**src/rtl/bcd_1000_countdown_sar_if.sv**
```systemverilog
// bcd_1000_countdown_sar_if
// Groups the control inputs and status outputs of the BCD countdown timer.
// The clock and reset are not part of this bundle; they stay plain ports on the
// timer module.
//   en        count tick, one decrement per clk edge while running
//   load      synchronous load strobe for load_val
//   load_val  BCD preset: [3:0] units, [7:4] tens, [11:8] hundreds
//   start     request to move from IDLE to RUN
//   stop      request to move from RUN to IDLE (count is held)
//   cnt       registered BCD count
//   busy      high while the timer is running
//   done      one-cycle terminal-count pulse
//   load_err  sticky flag: the last load contained a nibble above 9
// modport master : the side that drives the controls (for example a CPU or a testbench)
// modport slave  : the timer itself
interface bcd_1000_countdown_sar_if;
  logic        en;
  logic        load;
  logic [11:0] load_val;
  logic        start;
  logic        stop;
  logic [11:0] cnt;
  logic        busy;
  logic        done;
  logic        load_err;

  modport master (
    output en, load, load_val, start, stop,
    input  cnt, busy, done, load_err
  );

  modport slave (
    input  en, load, load_val, start, stop,
    output cnt, busy, done, load_err
  );
endinterface

```
**src/rtl/bcd_1000_countdown_sar.sv**
```systemverilog
// bcd_1000_countdown_sar
// Three-digit 8421 BCD down-counter, 999..000. It is used as a loadable
// countdown timer. A small IDLE/RUN/DONE control FSM handles load, start and
// stop, and it produces a one-cycle done pulse on the terminal tick. When
// AUTO_RELOAD is set, the preset is reloaded on the tick after 000, which turns
// the block into a periodic timer.
// Ports:
//   clk    system clock, rising edge
//   rst_n  asynchronous active-low reset
//   bus    bcd_1000_countdown_sar_if.slave
//          inputs : en, load, load_val, start, stop
//          outputs: cnt, busy, done, load_err
// Parameters:
//   AUTO_RELOAD  0: stop at 000 and park in DONE
//                1: reload the preset and keep running
//   RESET_VAL    BCD value that cnt and the reload register take on reset
module bcd_1000_countdown_sar #(
  parameter bit          AUTO_RELOAD = 1'b0,
  parameter logic [11:0] RESET_VAL   = 12'h000
) (
  input  logic                          clk,
  input  logic                          rst_n,
  bcd_1000_countdown_sar_if.slave       bus
);

  typedef enum logic [1:0] {
    IDLE = 2'd0,
    RUN  = 2'd1,
    DONE = 2'd2
  } state_t;

  state_t      state_q, state_d;
  logic [11:0] cnt_q, cnt_d;
  logic [11:0] reload_q, reload_d;
  logic        done_q, done_d;
  logic        err_q, err_d;

  logic [11:0] load_fixed;
  logic        load_bad;

  // A nibble above 9 is not a BCD digit. It is forced to 9 so that cnt never
  // shows an illegal digit.
  function automatic logic [3:0] clamp_nibble(input logic [3:0] n);
    return (n > 4'd9) ? 4'd9 : n;
  endfunction

  // Borrow-rippling BCD decrement. Units always step. Tens step only when the
  // units wrap. Hundreds step only when both lower digits wrap.
  function automatic logic [11:0] bcd_dec(input logic [11:0] v);
    logic [3:0] u, t, h;
    u = v[3:0];
    t = v[7:4];
    h = v[11:8];
    if (u == 4'd0) begin
      u = 4'd9;
      if (t == 4'd0) begin
        t = 4'd9;
        h = (h == 4'd0) ? 4'd9 : h - 4'd1;
      end else begin
        t = t - 4'd1;
      end
    end else begin
      u = u - 4'd1;
    end
    return {h, t, u};
  endfunction

  assign load_fixed = {clamp_nibble(bus.load_val[11:8]),
                       clamp_nibble(bus.load_val[7:4]),
                       clamp_nibble(bus.load_val[3:0])};
  assign load_bad   = (bus.load_val[11:8] > 4'd9) ||
                      (bus.load_val[7:4]  > 4'd9) ||
                      (bus.load_val[3:0]  > 4'd9);

  // Next-state logic. The priority is load > stop > start > en.
  // done is a pulse, so it defaults to 0 on every edge and is raised only on
  // the terminal tick. That tick needs cnt == 001, so done can never be high
  // two cycles in a row.
  // In RUN, cnt reads 000 only after a terminal tick with auto-reload enabled.
  // The next en tick then brings back the preset instead of decrementing.
  always_comb begin
    state_d  = state_q;
    cnt_d    = cnt_q;
    reload_d = reload_q;
    done_d   = 1'b0;
    err_d    = err_q;

    if (bus.load) begin
      cnt_d    = load_fixed;
      reload_d = load_fixed;
      err_d    = load_bad;
      state_d  = IDLE;
    end else begin
      case (state_q)
        IDLE: begin
          if (!bus.stop && bus.start && (cnt_q != 12'h000)) begin
            state_d = RUN;
          end
        end
        RUN: begin
          if (bus.stop) begin
            state_d = IDLE;
          end else if (bus.en) begin
            if (cnt_q == 12'h001) begin
              cnt_d  = 12'h000;
              done_d = 1'b1;
              if (!AUTO_RELOAD || (reload_q == 12'h000)) begin
                state_d = DONE;
              end
            end else if (cnt_q == 12'h000) begin
              if (AUTO_RELOAD) begin
                cnt_d = reload_q;
              end else begin
                state_d = DONE;
              end
            end else begin
              cnt_d = bcd_dec(cnt_q);
            end
          end
        end
        DONE: begin
        end
        default: begin
          state_d = IDLE;
        end
      endcase
    end
  end

  // State register. Reset aborts any count in progress at once and does not
  // issue a done pulse.
  always_ff @(posedge clk or negedge rst_n) begin
    if (!rst_n) begin
      state_q  <= IDLE;
      cnt_q    <= RESET_VAL;
      reload_q <= RESET_VAL;
      done_q   <= 1'b0;
      err_q    <= 1'b0;
    end else begin
      state_q  <= state_d;
      cnt_q    <= cnt_d;
      reload_q <= reload_d;
      done_q   <= done_d;
      err_q    <= err_d;
    end
  end

  // busy decodes the state register only, so there is no path from the inputs.
  assign bus.cnt      = cnt_q;
  assign bus.busy     = (state_q == RUN);
  assign bus.done     = done_q;
  assign bus.load_err = err_q;

endmodule

```
**src/flat_wrapper.sv**
```systemverilog
// flat-port wrapper written by rule: the top's interface ports become plain ports
module bcd_1000_countdown_sar_flat 
#(
  parameter bit          AUTO_RELOAD = 1'b0,
  parameter logic [11:0] RESET_VAL   = 12'h000
)
  (clk, rst_n, bus_en, bus_load, bus_load_val, bus_start, bus_stop, bus_cnt, bus_busy, bus_done, bus_load_err);
  bcd_1000_countdown_sar_if bus_i ();
  input  logic clk;
  input  logic rst_n;
  input wire logic [$bits(bus_i.en)-1:0] bus_en;
  input wire logic [$bits(bus_i.load)-1:0] bus_load;
  input wire logic [$bits(bus_i.load_val)-1:0] bus_load_val;
  input wire logic [$bits(bus_i.start)-1:0] bus_start;
  input wire logic [$bits(bus_i.stop)-1:0] bus_stop;
  output wire logic [$bits(bus_i.cnt)-1:0] bus_cnt;
  output wire logic [$bits(bus_i.busy)-1:0] bus_busy;
  output wire logic [$bits(bus_i.done)-1:0] bus_done;
  output wire logic [$bits(bus_i.load_err)-1:0] bus_load_err;
  assign bus_i.en = bus_en;
  assign bus_i.load = bus_load;
  assign bus_i.load_val = bus_load_val;
  assign bus_i.start = bus_start;
  assign bus_i.stop = bus_stop;
  assign bus_cnt = bus_i.cnt;
  assign bus_busy = bus_i.busy;
  assign bus_done = bus_i.done;
  assign bus_load_err = bus_i.load_err;
  bcd_1000_countdown_sar #(.AUTO_RELOAD(AUTO_RELOAD), .RESET_VAL(RESET_VAL)) u_core (.clk(clk), .rst_n(rst_n), .bus(bus_i));
endmodule
```
**config.mk**
```make
export PLATFORM = sky130hd
export DESIGN_NAME = bcd_1000_countdown_sar_flat
export DESIGN_NICKNAME = d
export VERILOG_FILES = /design/src/rtl/bcd_1000_countdown_sar_if.sv /design/src/rtl/bcd_1000_countdown_sar.sv /design/src/flat_wrapper.sv
export SDC_FILE = /design/constraint.sdc
export NUM_CORES = 1
export LEC_CHECK = 0
export CORE_MARGIN = 8
export CORE_UTILIZATION = 42
export CTS_CLUSTER_DIAMETER = 50
export DETAILED_ROUTE_END_ITERATION = 10
export PLACE_DENSITY = 0.76
export SYNTH_ARGS = -nofsm -noshare
export SYNTH_HDL_FRONTEND = slang
export SYNTH_SLANG_ARGS = --single-unit
```
**constraint.sdc**
```tcl
create_clock -name clk -period 2 [get_ports clk]
set_input_delay 0.4 -clock clk [delete_from_list [all_inputs] [get_ports clk]]
set_output_delay 0.4 -clock clk [all_outputs]
set_load 0.03 [all_outputs]
```
Yosys cells after proc, flatten, opt, wreduce, memory -nomap -nowiden --
Cells that the tools add are included.
Word-level totals: bits in registers 16, bits in latches 0, bits in writable memories 0, ROM bits 0, logic and storage cells 67, memories 0
Operators by class: add/subtract/negate cells 3, $mul 0, divide/modulo/power cells 0, order comparisons 3, equal/unequal tests 9, shift operators 0, multiplexer cells 27, bitwise gates (word level) 0, reduce and logical (&&, ||, !) cells 19
Operators with widths (number):
- $mux 12 | 6
- $mux 4 | 9
- $eq 12x1->1 const B | 1
- $gt 4x4->1 const B | 3
- $logic_not 12->1 | 1
- $logic_not 4->1 | 3
- $mux 2 | 6
- $reduce_bool 12->1 | 1
- $sub 4x1->4 const B | 3
- $reduce_and 4->1 | 2
- $ne 3x2->1 const B | 2
- $pmux 2 s3 | 1
- $reduce_and 6->1 | 1
- $reduce_bool 3->1 | 2
- $mux 1 | 5
- $ne 5x3->1 const B | 1
- $reduce_and 5->1 | 1
- $ne 2x2->1 const B | 2
- $ne 4x4->1 const B | 1
- $reduce_bool 2->1 | 2
- $eq 2x1->1 const B | 1
- $eq 2x2->1 const B | 1
- $logic_and 1x1->1 | 2
- $logic_not 2->1 | 1
- 2 further kinds | 3

Logic depth before layout (Yosys ltp) --
Gate-level depths: netlist (run 1).
depth in word-level cells 10, depth in mapped cells 6, gate-level depth less buffers 6

Worst setup path before layout (run 1) --
No wires, ideal clock.
path type register to register, from register u_core.cnt_q[4] (netlist: u_core.bus.cnt[4]), to register u_core.cnt_q[7] (netlist: u_core.bus.cnt[7]), library setup time 0.125 ns, data arrival time 2.141 ns, path slack -0.266 ns, cell stages (with the launch flop) 7, clock period less this slack 2.266 ns, cells stage by stage dfrtp_1 inv_1 ha_1 or3b_4 or3_1 a41o_1 mux2_4
Between the ends: word-level cells in the longest chain between the ends 9, elaborated cells between the ends (all ways) 15
RTL lines:
- from (decl) | RTL line bcd_1000_countdown_sar.sv:33 | logic [11:0] cnt_q, cnt_d;
- from (signal assigned) | RTL line bcd_1000_countdown_sar.sv:141 | cnt_q <= cnt_d;
- $sub 4x1->4 or $logic_not 4->1 (tied branches) | RTL line bcd_1000_countdown_sar.sv:60, bcd_1000_countdown_sar.sv:56
- $mux 4 | RTL line bcd_1000_countdown_sar.sv:56 | if (t == 4'd0) begin
- $mux 4 | RTL line bcd_1000_countdown_sar.sv:54 | if (u == 4'd0) begin
- $mux 12 | RTL line bcd_1000_countdown_sar.sv:110 | end else if (cnt_q == 12'h000) begin
- $mux 12 | RTL line bcd_1000_countdown_sar.sv:104 | if (cnt_q == 12'h001) begin
- $mux 12 | RTL line bcd_1000_countdown_sar.sv:103 | end else if (bus.en) begin
- $mux 12 | RTL line bcd_1000_countdown_sar.sv:101 | if (bus.stop) begin
- $mux 12 | RTL line bcd_1000_countdown_sar.sv:94 | case (state_q)
- $mux 12 | RTL line bcd_1000_countdown_sar.sv:88 | if (bus.load) begin
Several ways; a longest one is shown, not always the timed one. The select of a mux whose other input is x is not followed. A chain may end at the register's enable or synchronous reset.

Final worst setup path (run 1) --
from register u_core.cnt_q[8] (netlist: u_core.bus.cnt[8]), to register u_core.cnt_q[7] (netlist: u_core.bus.cnt[7])
Between the ends: word-level cells in the longest chain between the ends 6, elaborated cells between the ends (all ways) 10
RTL lines (RTL line):
- $eq 12x1->1 | bcd_1000_countdown_sar.sv:104
- $mux 12 | bcd_1000_countdown_sar.sv:104
- $mux 12 | bcd_1000_countdown_sar.sv:103
- $mux 12 | bcd_1000_countdown_sar.sv:101
- $mux 12 | bcd_1000_countdown_sar.sv:94
- $mux 12 | bcd_1000_countdown_sar.sv:88
Several ways; a longest one is shown, not always the timed one. The select of a mux whose other input is x is not followed.

==> impl_metrics.csv, run 1 <==
group,metric,value,unit
status,outcome,"finished with violations",
status,violations,"setup timing",
placement,gp_congestion,0.829,
synth,dominant_combinational_cell_family_by_area_after_synthesis,"simple AND/OR/NAND/NOR gates",
placement,post-dp-hpwl,2730,um
synth,synth-adder-area-share,3.42,%
cts,tritoncts.num_buffers,3,
synth,post_synthesis_share_of_cell_area_spent_on_xor_and_xnor_gates,0.798,%
routing,route.met2.wl,1820,um
final_layout,layout.filler_cells,200,
synth,synth_compound_gate_area_share,21.1,%
synth,ys_dominant_reg_cell,"sky130_fd_sc_hd__dfrtp_1",
final_layout,num_antenna_cells,0,
timing,timing.final.ws_setup,-0.0225,ns
routing,num_vias,1240,
hold_path,hp-class,"in2async",
power_and_ir_drop,switching_share,36.6,%
cts,h-tree-depth,1,
final_layout,drive_gt1_share,29.3,%
placement,port_buffers,32,
timing,clock-skew-final,0.00346,ns
global_route,grt_usage,16.2,%
final_layout,nets,206,
cts,clk_latency,0.29,ns
timing,finalHoldWorstSlack,0.420,ns
final_layout,final_cells,214,
cts,clk_path_buf_depth,2,
critical_path,cp-start-kind,"flip-flop",
placement,dpl-instance-area,1680,um^2
critical_path,critical_path_arrival,2.21,ns
power_and_ir_drop,cellLeakagePower,0.752,nW
die,io_pins,33,
global_route,first_global_vias,1234,
die,die_x,67.1,um
power_and_ir_drop,part_of_the_power_in_registers,33.8,%
critical_path,path_max_fanout,3,
die,core_region_area,2480,um^2
power_and_ir_drop,power_density,668,nW/um^2
synth,yosys_synthesis_warning_count,0,
routing,highest_layer,"met4",
cts,path_clk_slew,0.10,ns
cts,clockRootBuffer,"sky130_fd_sc_hd__clkbuf_4",
routing,post-route-drc-count,0,
synth,synth.top_cells.by_count,"sky130_fd_sc_hd__dfrtp_1 (16), sky130_fd_sc_hd__inv_1 (10), sky130_fd_sc_hd__o21ai_0 (8)",
run,cap_violations,0,
synth,synthesis.nets,141,
routing,drt-vias-per-instance,5.79,
synth,synth.ff_latch_count,16,
synth,post_synth_mux_area_share,6.84,%
die,core.rowCount,18,
cts,cts_hold_buf,0,
power_and_ir_drop,power_frac_comb,50.2,%
timing,period_share,101,%
global_route,wire_length_of_the_first_global_routing_pass,5660,um
global_route,grt-ovfl-total,0,
timing,slew_viol_final,0,
placement,placedCellCount,206,
synth,edff_count_synth,0,
timing,rsz0062_at_grt,"yes",
routing,final_antenna_net_count,0,
critical_path,setup.worst_path.class,"reg2reg",
synth,synth.largest_area_cell,"sky130_fd_sc_hd__dfrtp_1",
die,initial_core_utilization,44.3,%
synth,ys_async_sr_fraction,100,%
routing,routed_wirelength,3590,um
synth,synthesis.instances,120,
final_layout,area_growth_syn_to_layout,59.2,%
critical_path,crit_required,2.19,ns
synth,synthTopCellsByArea,"sky130_fd_sc_hd__dfrtp_1 (36%), sky130_fd_sc_hd__mux2i_1 (5.5%), sky130_fd_sc_hd__o21ai_0 (3.6%), sky130_fd_sc_hd__ha_1 (3.4%), sky130_fd_sc_hd__inv_1 (3.4%)",
power_and_ir_drop,clock_power_share,16.1,%
timing,slew_at_the_pin_closest_to_its_max_slew_limit,0.356,ns
power_and_ir_drop,total_switching_power,0.427,mW
routing,detailedRoute.firstPassIterationCount,4,
synth,yosysSeqAreaShare,36.5,%
die,floorplan.die_area,4500,um^2
synth,postSynthAreaPerCell,9.14,um^2
timing,post-route-min-period,2.02,ns
timing,final_hold_viol_count,0,
final_layout,post-route-util,70.5,%
synth,synth_cell_type_count,45,
synth,synth_top_cell_area_share,36.5,%
power_and_ir_drop,power.ir.vdd_worst,472,uV
routing,drt-met1-wl,1410,um
synth,syn_area,1100,um^2
synth,synth_simple_gate_area_share,26.6,%
timing,fmaxAchievable,494,MHz
global_route,largest_net_degree_at_the_start_of_global_routing,17,
final_layout,finalInstanceArea,1750,um^2
cts,tritoncts,"done",
synth,yosys.cell_count.top_type,"sky130_fd_sc_hd__dfrtp_1",
routing,met3_length,268,um
die,die_h,67.1,um
timing,setup-violations-final,1,
routing,drt_iter0_drc,49,
cts,clkSinkCount,16,
power_and_ir_drop,power_report.internal_total,0.740,mW
routing,wire_per_inst,16.8,um
timing,max-slew-margin-rel,76.1,%
critical_path,critPathCaptureType,"flip-flop",
global_route,initial_antenna_violation_count,0,
[cells in the final DEF, fill, tap and decap left out, types with 2 or more instances in the layout]
cell and n:
sky130_fd_sc_hd__clkdlybuf4s50_1 31, sky130_fd_sc_hd__buf_4 31, sky130_fd_sc_hd__dfrtp_1 12, sky130_fd_sc_hd__o21ai_0 7, sky130_fd_sc_hd__inv_1 6, sky130_fd_sc_hd__nor2_1 6
sky130_fd_sc_hd__mux2i_1 6, sky130_fd_sc_hd__nor3_1 5, sky130_fd_sc_hd__nand2_1 5, sky130_fd_sc_hd__inv_2 4, sky130_fd_sc_hd__a21oi_1 4, sky130_fd_sc_hd__nand2b_1 4
sky130_fd_sc_hd__nand4_1 4, sky130_fd_sc_hd__dfrtp_2 4, sky130_fd_sc_hd__and3_1 3, sky130_fd_sc_hd__a31oi_1 3, sky130_fd_sc_hd__nor2b_1 3, sky130_fd_sc_hd__clkbuf_4 3
sky130_fd_sc_hd__or3b_4 2, sky130_fd_sc_hd__and4_1 2, sky130_fd_sc_hd__nor3b_2 2, sky130_fd_sc_hd__nand3_1 2, sky130_fd_sc_hd__a41oi_1 2, sky130_fd_sc_hd__o31ai_1 2
sky130_fd_sc_hd__a22o_1 2, sky130_fd_sc_hd__o311ai_1 2, sky130_fd_sc_hd__ha_4 2
[layer usage]
| layer | track usage, % | up-vias |
|---|---|---|
| met5 | 0 | - |
| met3 | 5.70 | 10 |
| met2 | 28.6 | 55 |
| li1 | - | 589 |
| met1 | 17.7 | 586 |
| met4 | 5.48 | 0 |
[cells by family after synthesis]
logic type | after synthesis
buf+inv | 14
simple gates | 46
xor+xnor | 1
fa+ha+maj | 3
compound gates | 33
flops | 16
mux | 7
[state kept, by name, summed over array words and instances (netlist names)]
| register | flops |
|---|---|
| u_core.bus.done | 1 |
| u_core.bus.cnt | 12 |
| u_core.state_q | 2 |
| u_core.bus.load_err | 1 |
[repair_timing]
item,4_1_cts,5_1_grt
setup endpoints to repair,4,4
gates resized for setup,2,3
pin swaps,1,4
buffers inserted,2,2
[power by group through the flow]
stage | Sequential, mW | Clock, mW | Combinational, mW
after CTS | 0.392 | 0.192 | 0.567
after floorplan | 0.483 | 0 | 0.192
final | 0.394 | 0.187 | 0.586
after global routing | 0.398 | 0.206 | 0.631
after global placement | 0.398 | 0 | 0.535
after detailed placement | 0.398 | 0 | 0.552
[final timing paths]
path	from	endpoint	slack (ns)	depth (start not counted)
worst max-delay path	u_core.bus.cnt[8]	u_core.bus.cnt[7]	-0.02	6
worst min register to register	u_core.bus.load_err	u_core.bus.load_err	0.56	2
min in group clk	u_core.bus.load_err	u_core.bus.load_err	0.56	2
worst min-delay path	rst_n	u_core.bus.cnt[5]	0.42	2
worst max register to register	u_core.bus.cnt[8]	u_core.bus.cnt[7]	-0.02	6
max in group asynchronous	rst_n	u_core.bus.cnt[4]	1.37	2
[final cells by class]
| class | instances | area, um^2 | share of cell area [%] |
|---|---|---|---|
| flip-flops and latches | 16 | 405 | 23.2 |
| clock buffers | 4 | 26.3 | 1.50 |
| inverters | 10 | 37.5 | 2.15 |
| well taps | 30 | 37.5 | 2.15 |
| repair buffers | 64 | 563 | 32.2 |
| multi-input cells | 90 | 677 | 38.8 |
[metrics by stage]
step	worst slack [ns]	total power, mW	setup TNS [ns]
2_1_floorplan	-0.126	0.675	-0.126
4_1_cts	-0.0214	1.15	-0.0606
3_5_place_dp	-0.0460	0.950	-0.204
6_report	-0.0225	1.17	-0.0225
3_3_place_gp	-0.0142	0.933	-0.0173
5_1_grt	-0.0566	1.23	-0.154
[worst max-delay path, cell delays in order, from the launching register on]
cell and delay [ns]:
sky130_fd_sc_hd__dfrtp_2 0.42, sky130_fd_sc_hd__inv_2 0.08, sky130_fd_sc_hd__ha_4 0.13, sky130_fd_sc_hd__or3b_4 0.38, sky130_fd_sc_hd__or3_4 0.38, sky130_fd_sc_hd__a41o_1 0.23
sky130_fd_sc_hd__mux2_4 0.30
(Power assumes the default switching activity.)
==> inputs of run 2 (changes only) <==
--- a/config.mk
+++ b/config.mk
@@ -9,7 +9,7 @@
 export CORE_UTILIZATION = 42
 export CTS_CLUSTER_DIAMETER = 50
 export DETAILED_ROUTE_END_ITERATION = 10
-export PLACE_DENSITY = 0.76
+export PLACE_DENSITY = 0.73
 export SYNTH_ARGS = -nofsm -noshare
 export SYNTH_HDL_FRONTEND = slang
 export SYNTH_SLANG_ARGS = --single-unit
==> run 2 against run 1 <==
Against the previous run: the flow still finishes with violations (setup timing); clock power shrank 6%; sequential cell count unchanged; worst hold slack lost 0.00061 ns; sequential power about the same; critical path depth unchanged; global-route usage shrank 0.16 points; sequential share of layout area rose by 0.20 points; critical path type unchanged.
==> impl_metrics.csv, run 2 (synthesis gave the netlist of run 1 again) <==
group,metric,value,unit
critical_path,path_max_fanout,2,
power_and_ir_drop,power_density,650,nW/um^2
critical_path,slowest_delay,0.43,ns
critical_path,crit_slowest_cell,"sky130_fd_sc_hd__dfrtp_2",
final_layout,drive_gt1_share,29.3,%
critical_path,setup.worst_path.class,"reg2reg",
power_and_ir_drop,power_frac_comb,49.6,%
global_route,wire_length_of_the_first_global_routing_pass,5750,um
power_and_ir_drop,power.ir.vdd_worst,469,uV
power_and_ir_drop,clock_power_share,15.5,%
timing,slew_viol_final,0,
power_and_ir_drop,cellLeakagePower,0.742,nW
timing,finalHoldWorstSlack,0.419,ns
cts,clkSinkCount,16,
timing,period_share,101,%
critical_path,cp-start-kind,"flip-flop",
cts,path_clk_slew,0.10,ns
placement,gp_congestion,0.803,
timing,fmaxAchievable,493,MHz
routing,final_antenna_net_count,0,
final_layout,final_common_cell,"sky130_fd_sc_hd__clkdlybuf4s50_1",
critical_path,worst-r2r-setup-slack,-0.03,ns
timing,slew_at_the_pin_closest_to_its_max_slew_limit,0.415,ns
timing,max-slew-margin-rel,72.2,%
routing,routed_wirelength,3410,um
global_route,first_global_vias,1254,
routing,drt-vias-per-instance,5.70,
power_and_ir_drop,total_switching_power,0.410,mW
final_layout,largest_register_ff_count,12,
power_and_ir_drop,switching_share,36.4,%
cts,clk_latency,0.29,ns
timing,timing.final.ws_setup,-0.0291,ns
timing,setup-violations-final,1,
cts,tritoncts.num_buffers,3,
cts,clk_path_buf_depth,2,
die,core.rowCount,18,
cts,h-tree-depth,1,
cts,tritoncts,"done",
critical_path,origin_of_the_worst_setup_path,"u_core.bus.cnt[9]",
power_and_ir_drop,power_report.internal_total,0.716,mW
timing,clock-skew-final,0.00290,ns
timing,final_hold_viol_count,0,
timing,rsz0062_at_grt,"yes",
cts,cts_hold_buf,0,
die,floorplan.die_area,4500,um^2
die,io_pins,33,
placement,post-dp-hpwl,2640,um
routing,wire_per_inst,16.1,um
critical_path,worst_r2r_path_depth,6,
critical_path,critical_path_arrival,2.21,ns
final_layout,nets,204,
critical_path,worst_reg2reg_path_endpoint,"u_core.bus.cnt[7]",
global_route,largest_net_degree_at_the_start_of_global_routing,19,
routing,drt_iter0_drc,37,
critical_path,critPathCaptureType,"flip-flop",
hold_path,hp-class,"in2async",
placement,placedCellCount,206,
status,outcome,"finished with violations",
final_layout,most-common-layout-cells,"sky130_fd_sc_hd__clkdlybuf4s50_1 (31), sky130_fd_sc_hd__buf_4 (29), sky130_fd_sc_hd__dfrtp_1 (12)",
final_layout,area_growth_syn_to_layout,57.8,%
critical_path,crit_required,2.18,ns
final_layout,layout.filler_cells,204,
critical_path,critical_path.n_buffers_inverters,1,
final_layout,final_cells,211,
routing,detailedRoute.firstPassIterationCount,4,
global_route,initial_antenna_violation_count,0,
critical_path,cp_cell_sequence,"inv_2 > ha_4 > or3b_4 > or3_4 > a41o_1 > mux2_4",
placement,port_buffers,32,
die,initial_core_utilization,44.3,%
global_route,grt_usage,16.1,%
timing,post-route-min-period,2.03,ns
power_and_ir_drop,part_of_the_power_in_registers,34.9,%
routing,num_vias,1203,
critical_path,regToRegStartpoint,"u_core.bus.cnt[9]",
final_layout,post-route-util,69.9,%
status,violations,"setup timing",
cts,clockRootBuffer,"sky130_fd_sc_hd__clkbuf_4",
global_route,grt-ovfl-total,0,
die,die_x,67.1,um
die,die_h,67.1,um
die,core_region_area,2480,um^2
routing,post-route-drc-count,0,
run,cap_violations,0,
final_layout,num_antenna_cells,0,
critical_path,critical_path.top_delay_family,"simple AND/OR/NAND/NOR gates",
run 2: changes by cell type in the layout (fill, tap and decap cells not counted), sizes merged:
cell	before	now
buf	32	30
clkbuf	4	3
run 2: per-layer routing:
| metal | part of all wire (%) | vias to the layer above | track usage (%) |
|---|---|---|---|
| li1 | - | 586 | - |
| met4 | 1.4 | 0 | 6.79 |
| met3 | 7.1 | 6 | 4.36 |
| met5 | 0 | - | 0 |
| met2 | 52 | 41 | 26.9 |
| met1 | 40 | 570 | 18.9 |
run 2: worst max path at each step:
stage | endpoint | slack, ns | cells past startpoint
floorplan | u_core.bus.cnt[7] | -0.13 | 6
global placement | u_core.bus.cnt[11] | -0.05 | 6
detailed placement | u_core.bus.cnt[11] | -0.11 | 6
CTS | u_core.bus.cnt[5] | 0.004 | 7
global route | u_core.bus.cnt[7] | -0.07 | 6
finish | u_core.bus.cnt[7] | -0.03 | 6
run 2: cell type report:
| type | instances | area (um^2) | share of cell area, % |
|---|---|---|---|
| clock buffer | 3 | 22.5 | 1.30 |
| inverter | 10 | 37.5 | 2.17 |
| multi-input combinational | 90 | 681 | 39.3 |
| sequential | 16 | 405 | 23.4 |
| tap | 30 | 37.5 | 2.17 |
| timing repair buffer | 62 | 548 | 31.6 |
run 2: what timing repair did:
action	4_1_cts	5_1_grt
pin swaps	1	2
resized for setup	3	3
setup buffers	0	2
endpoints found under the setup margin	4	4
run 2: through the flow:
step	setup slack (ns)	area (um^2)	setup TNS, ns	total power [mW]
finish	-0.0291	1730	-0.0291	1.13
detailed placement	-0.107	1680	-0.268	0.943
global placement	-0.0483	1680	-0.0483	0.932
CTS	0.00429	1710	0	1.12
floorplan	-0.126	1130	-0.126	0.675
global route	-0.0722	1730	-0.228	1.20
run 2: power by group through the flow:
| stage | combinational (mW) | sequential, mW | clock (mW) |
|---|---|---|---|
| 2_1_floorplan | 0.192 | 0.483 | 0 |
| 3_3_place_gp | 0.537 | 0.395 | 0 |
| 3_5_place_dp | 0.545 | 0.398 | 0 |
| 4_1_cts | 0.548 | 0.392 | 0.180 |
| 5_1_grt | 0.603 | 0.398 | 0.195 |
| 6_report | 0.558 | 0.393 | 0.175 |
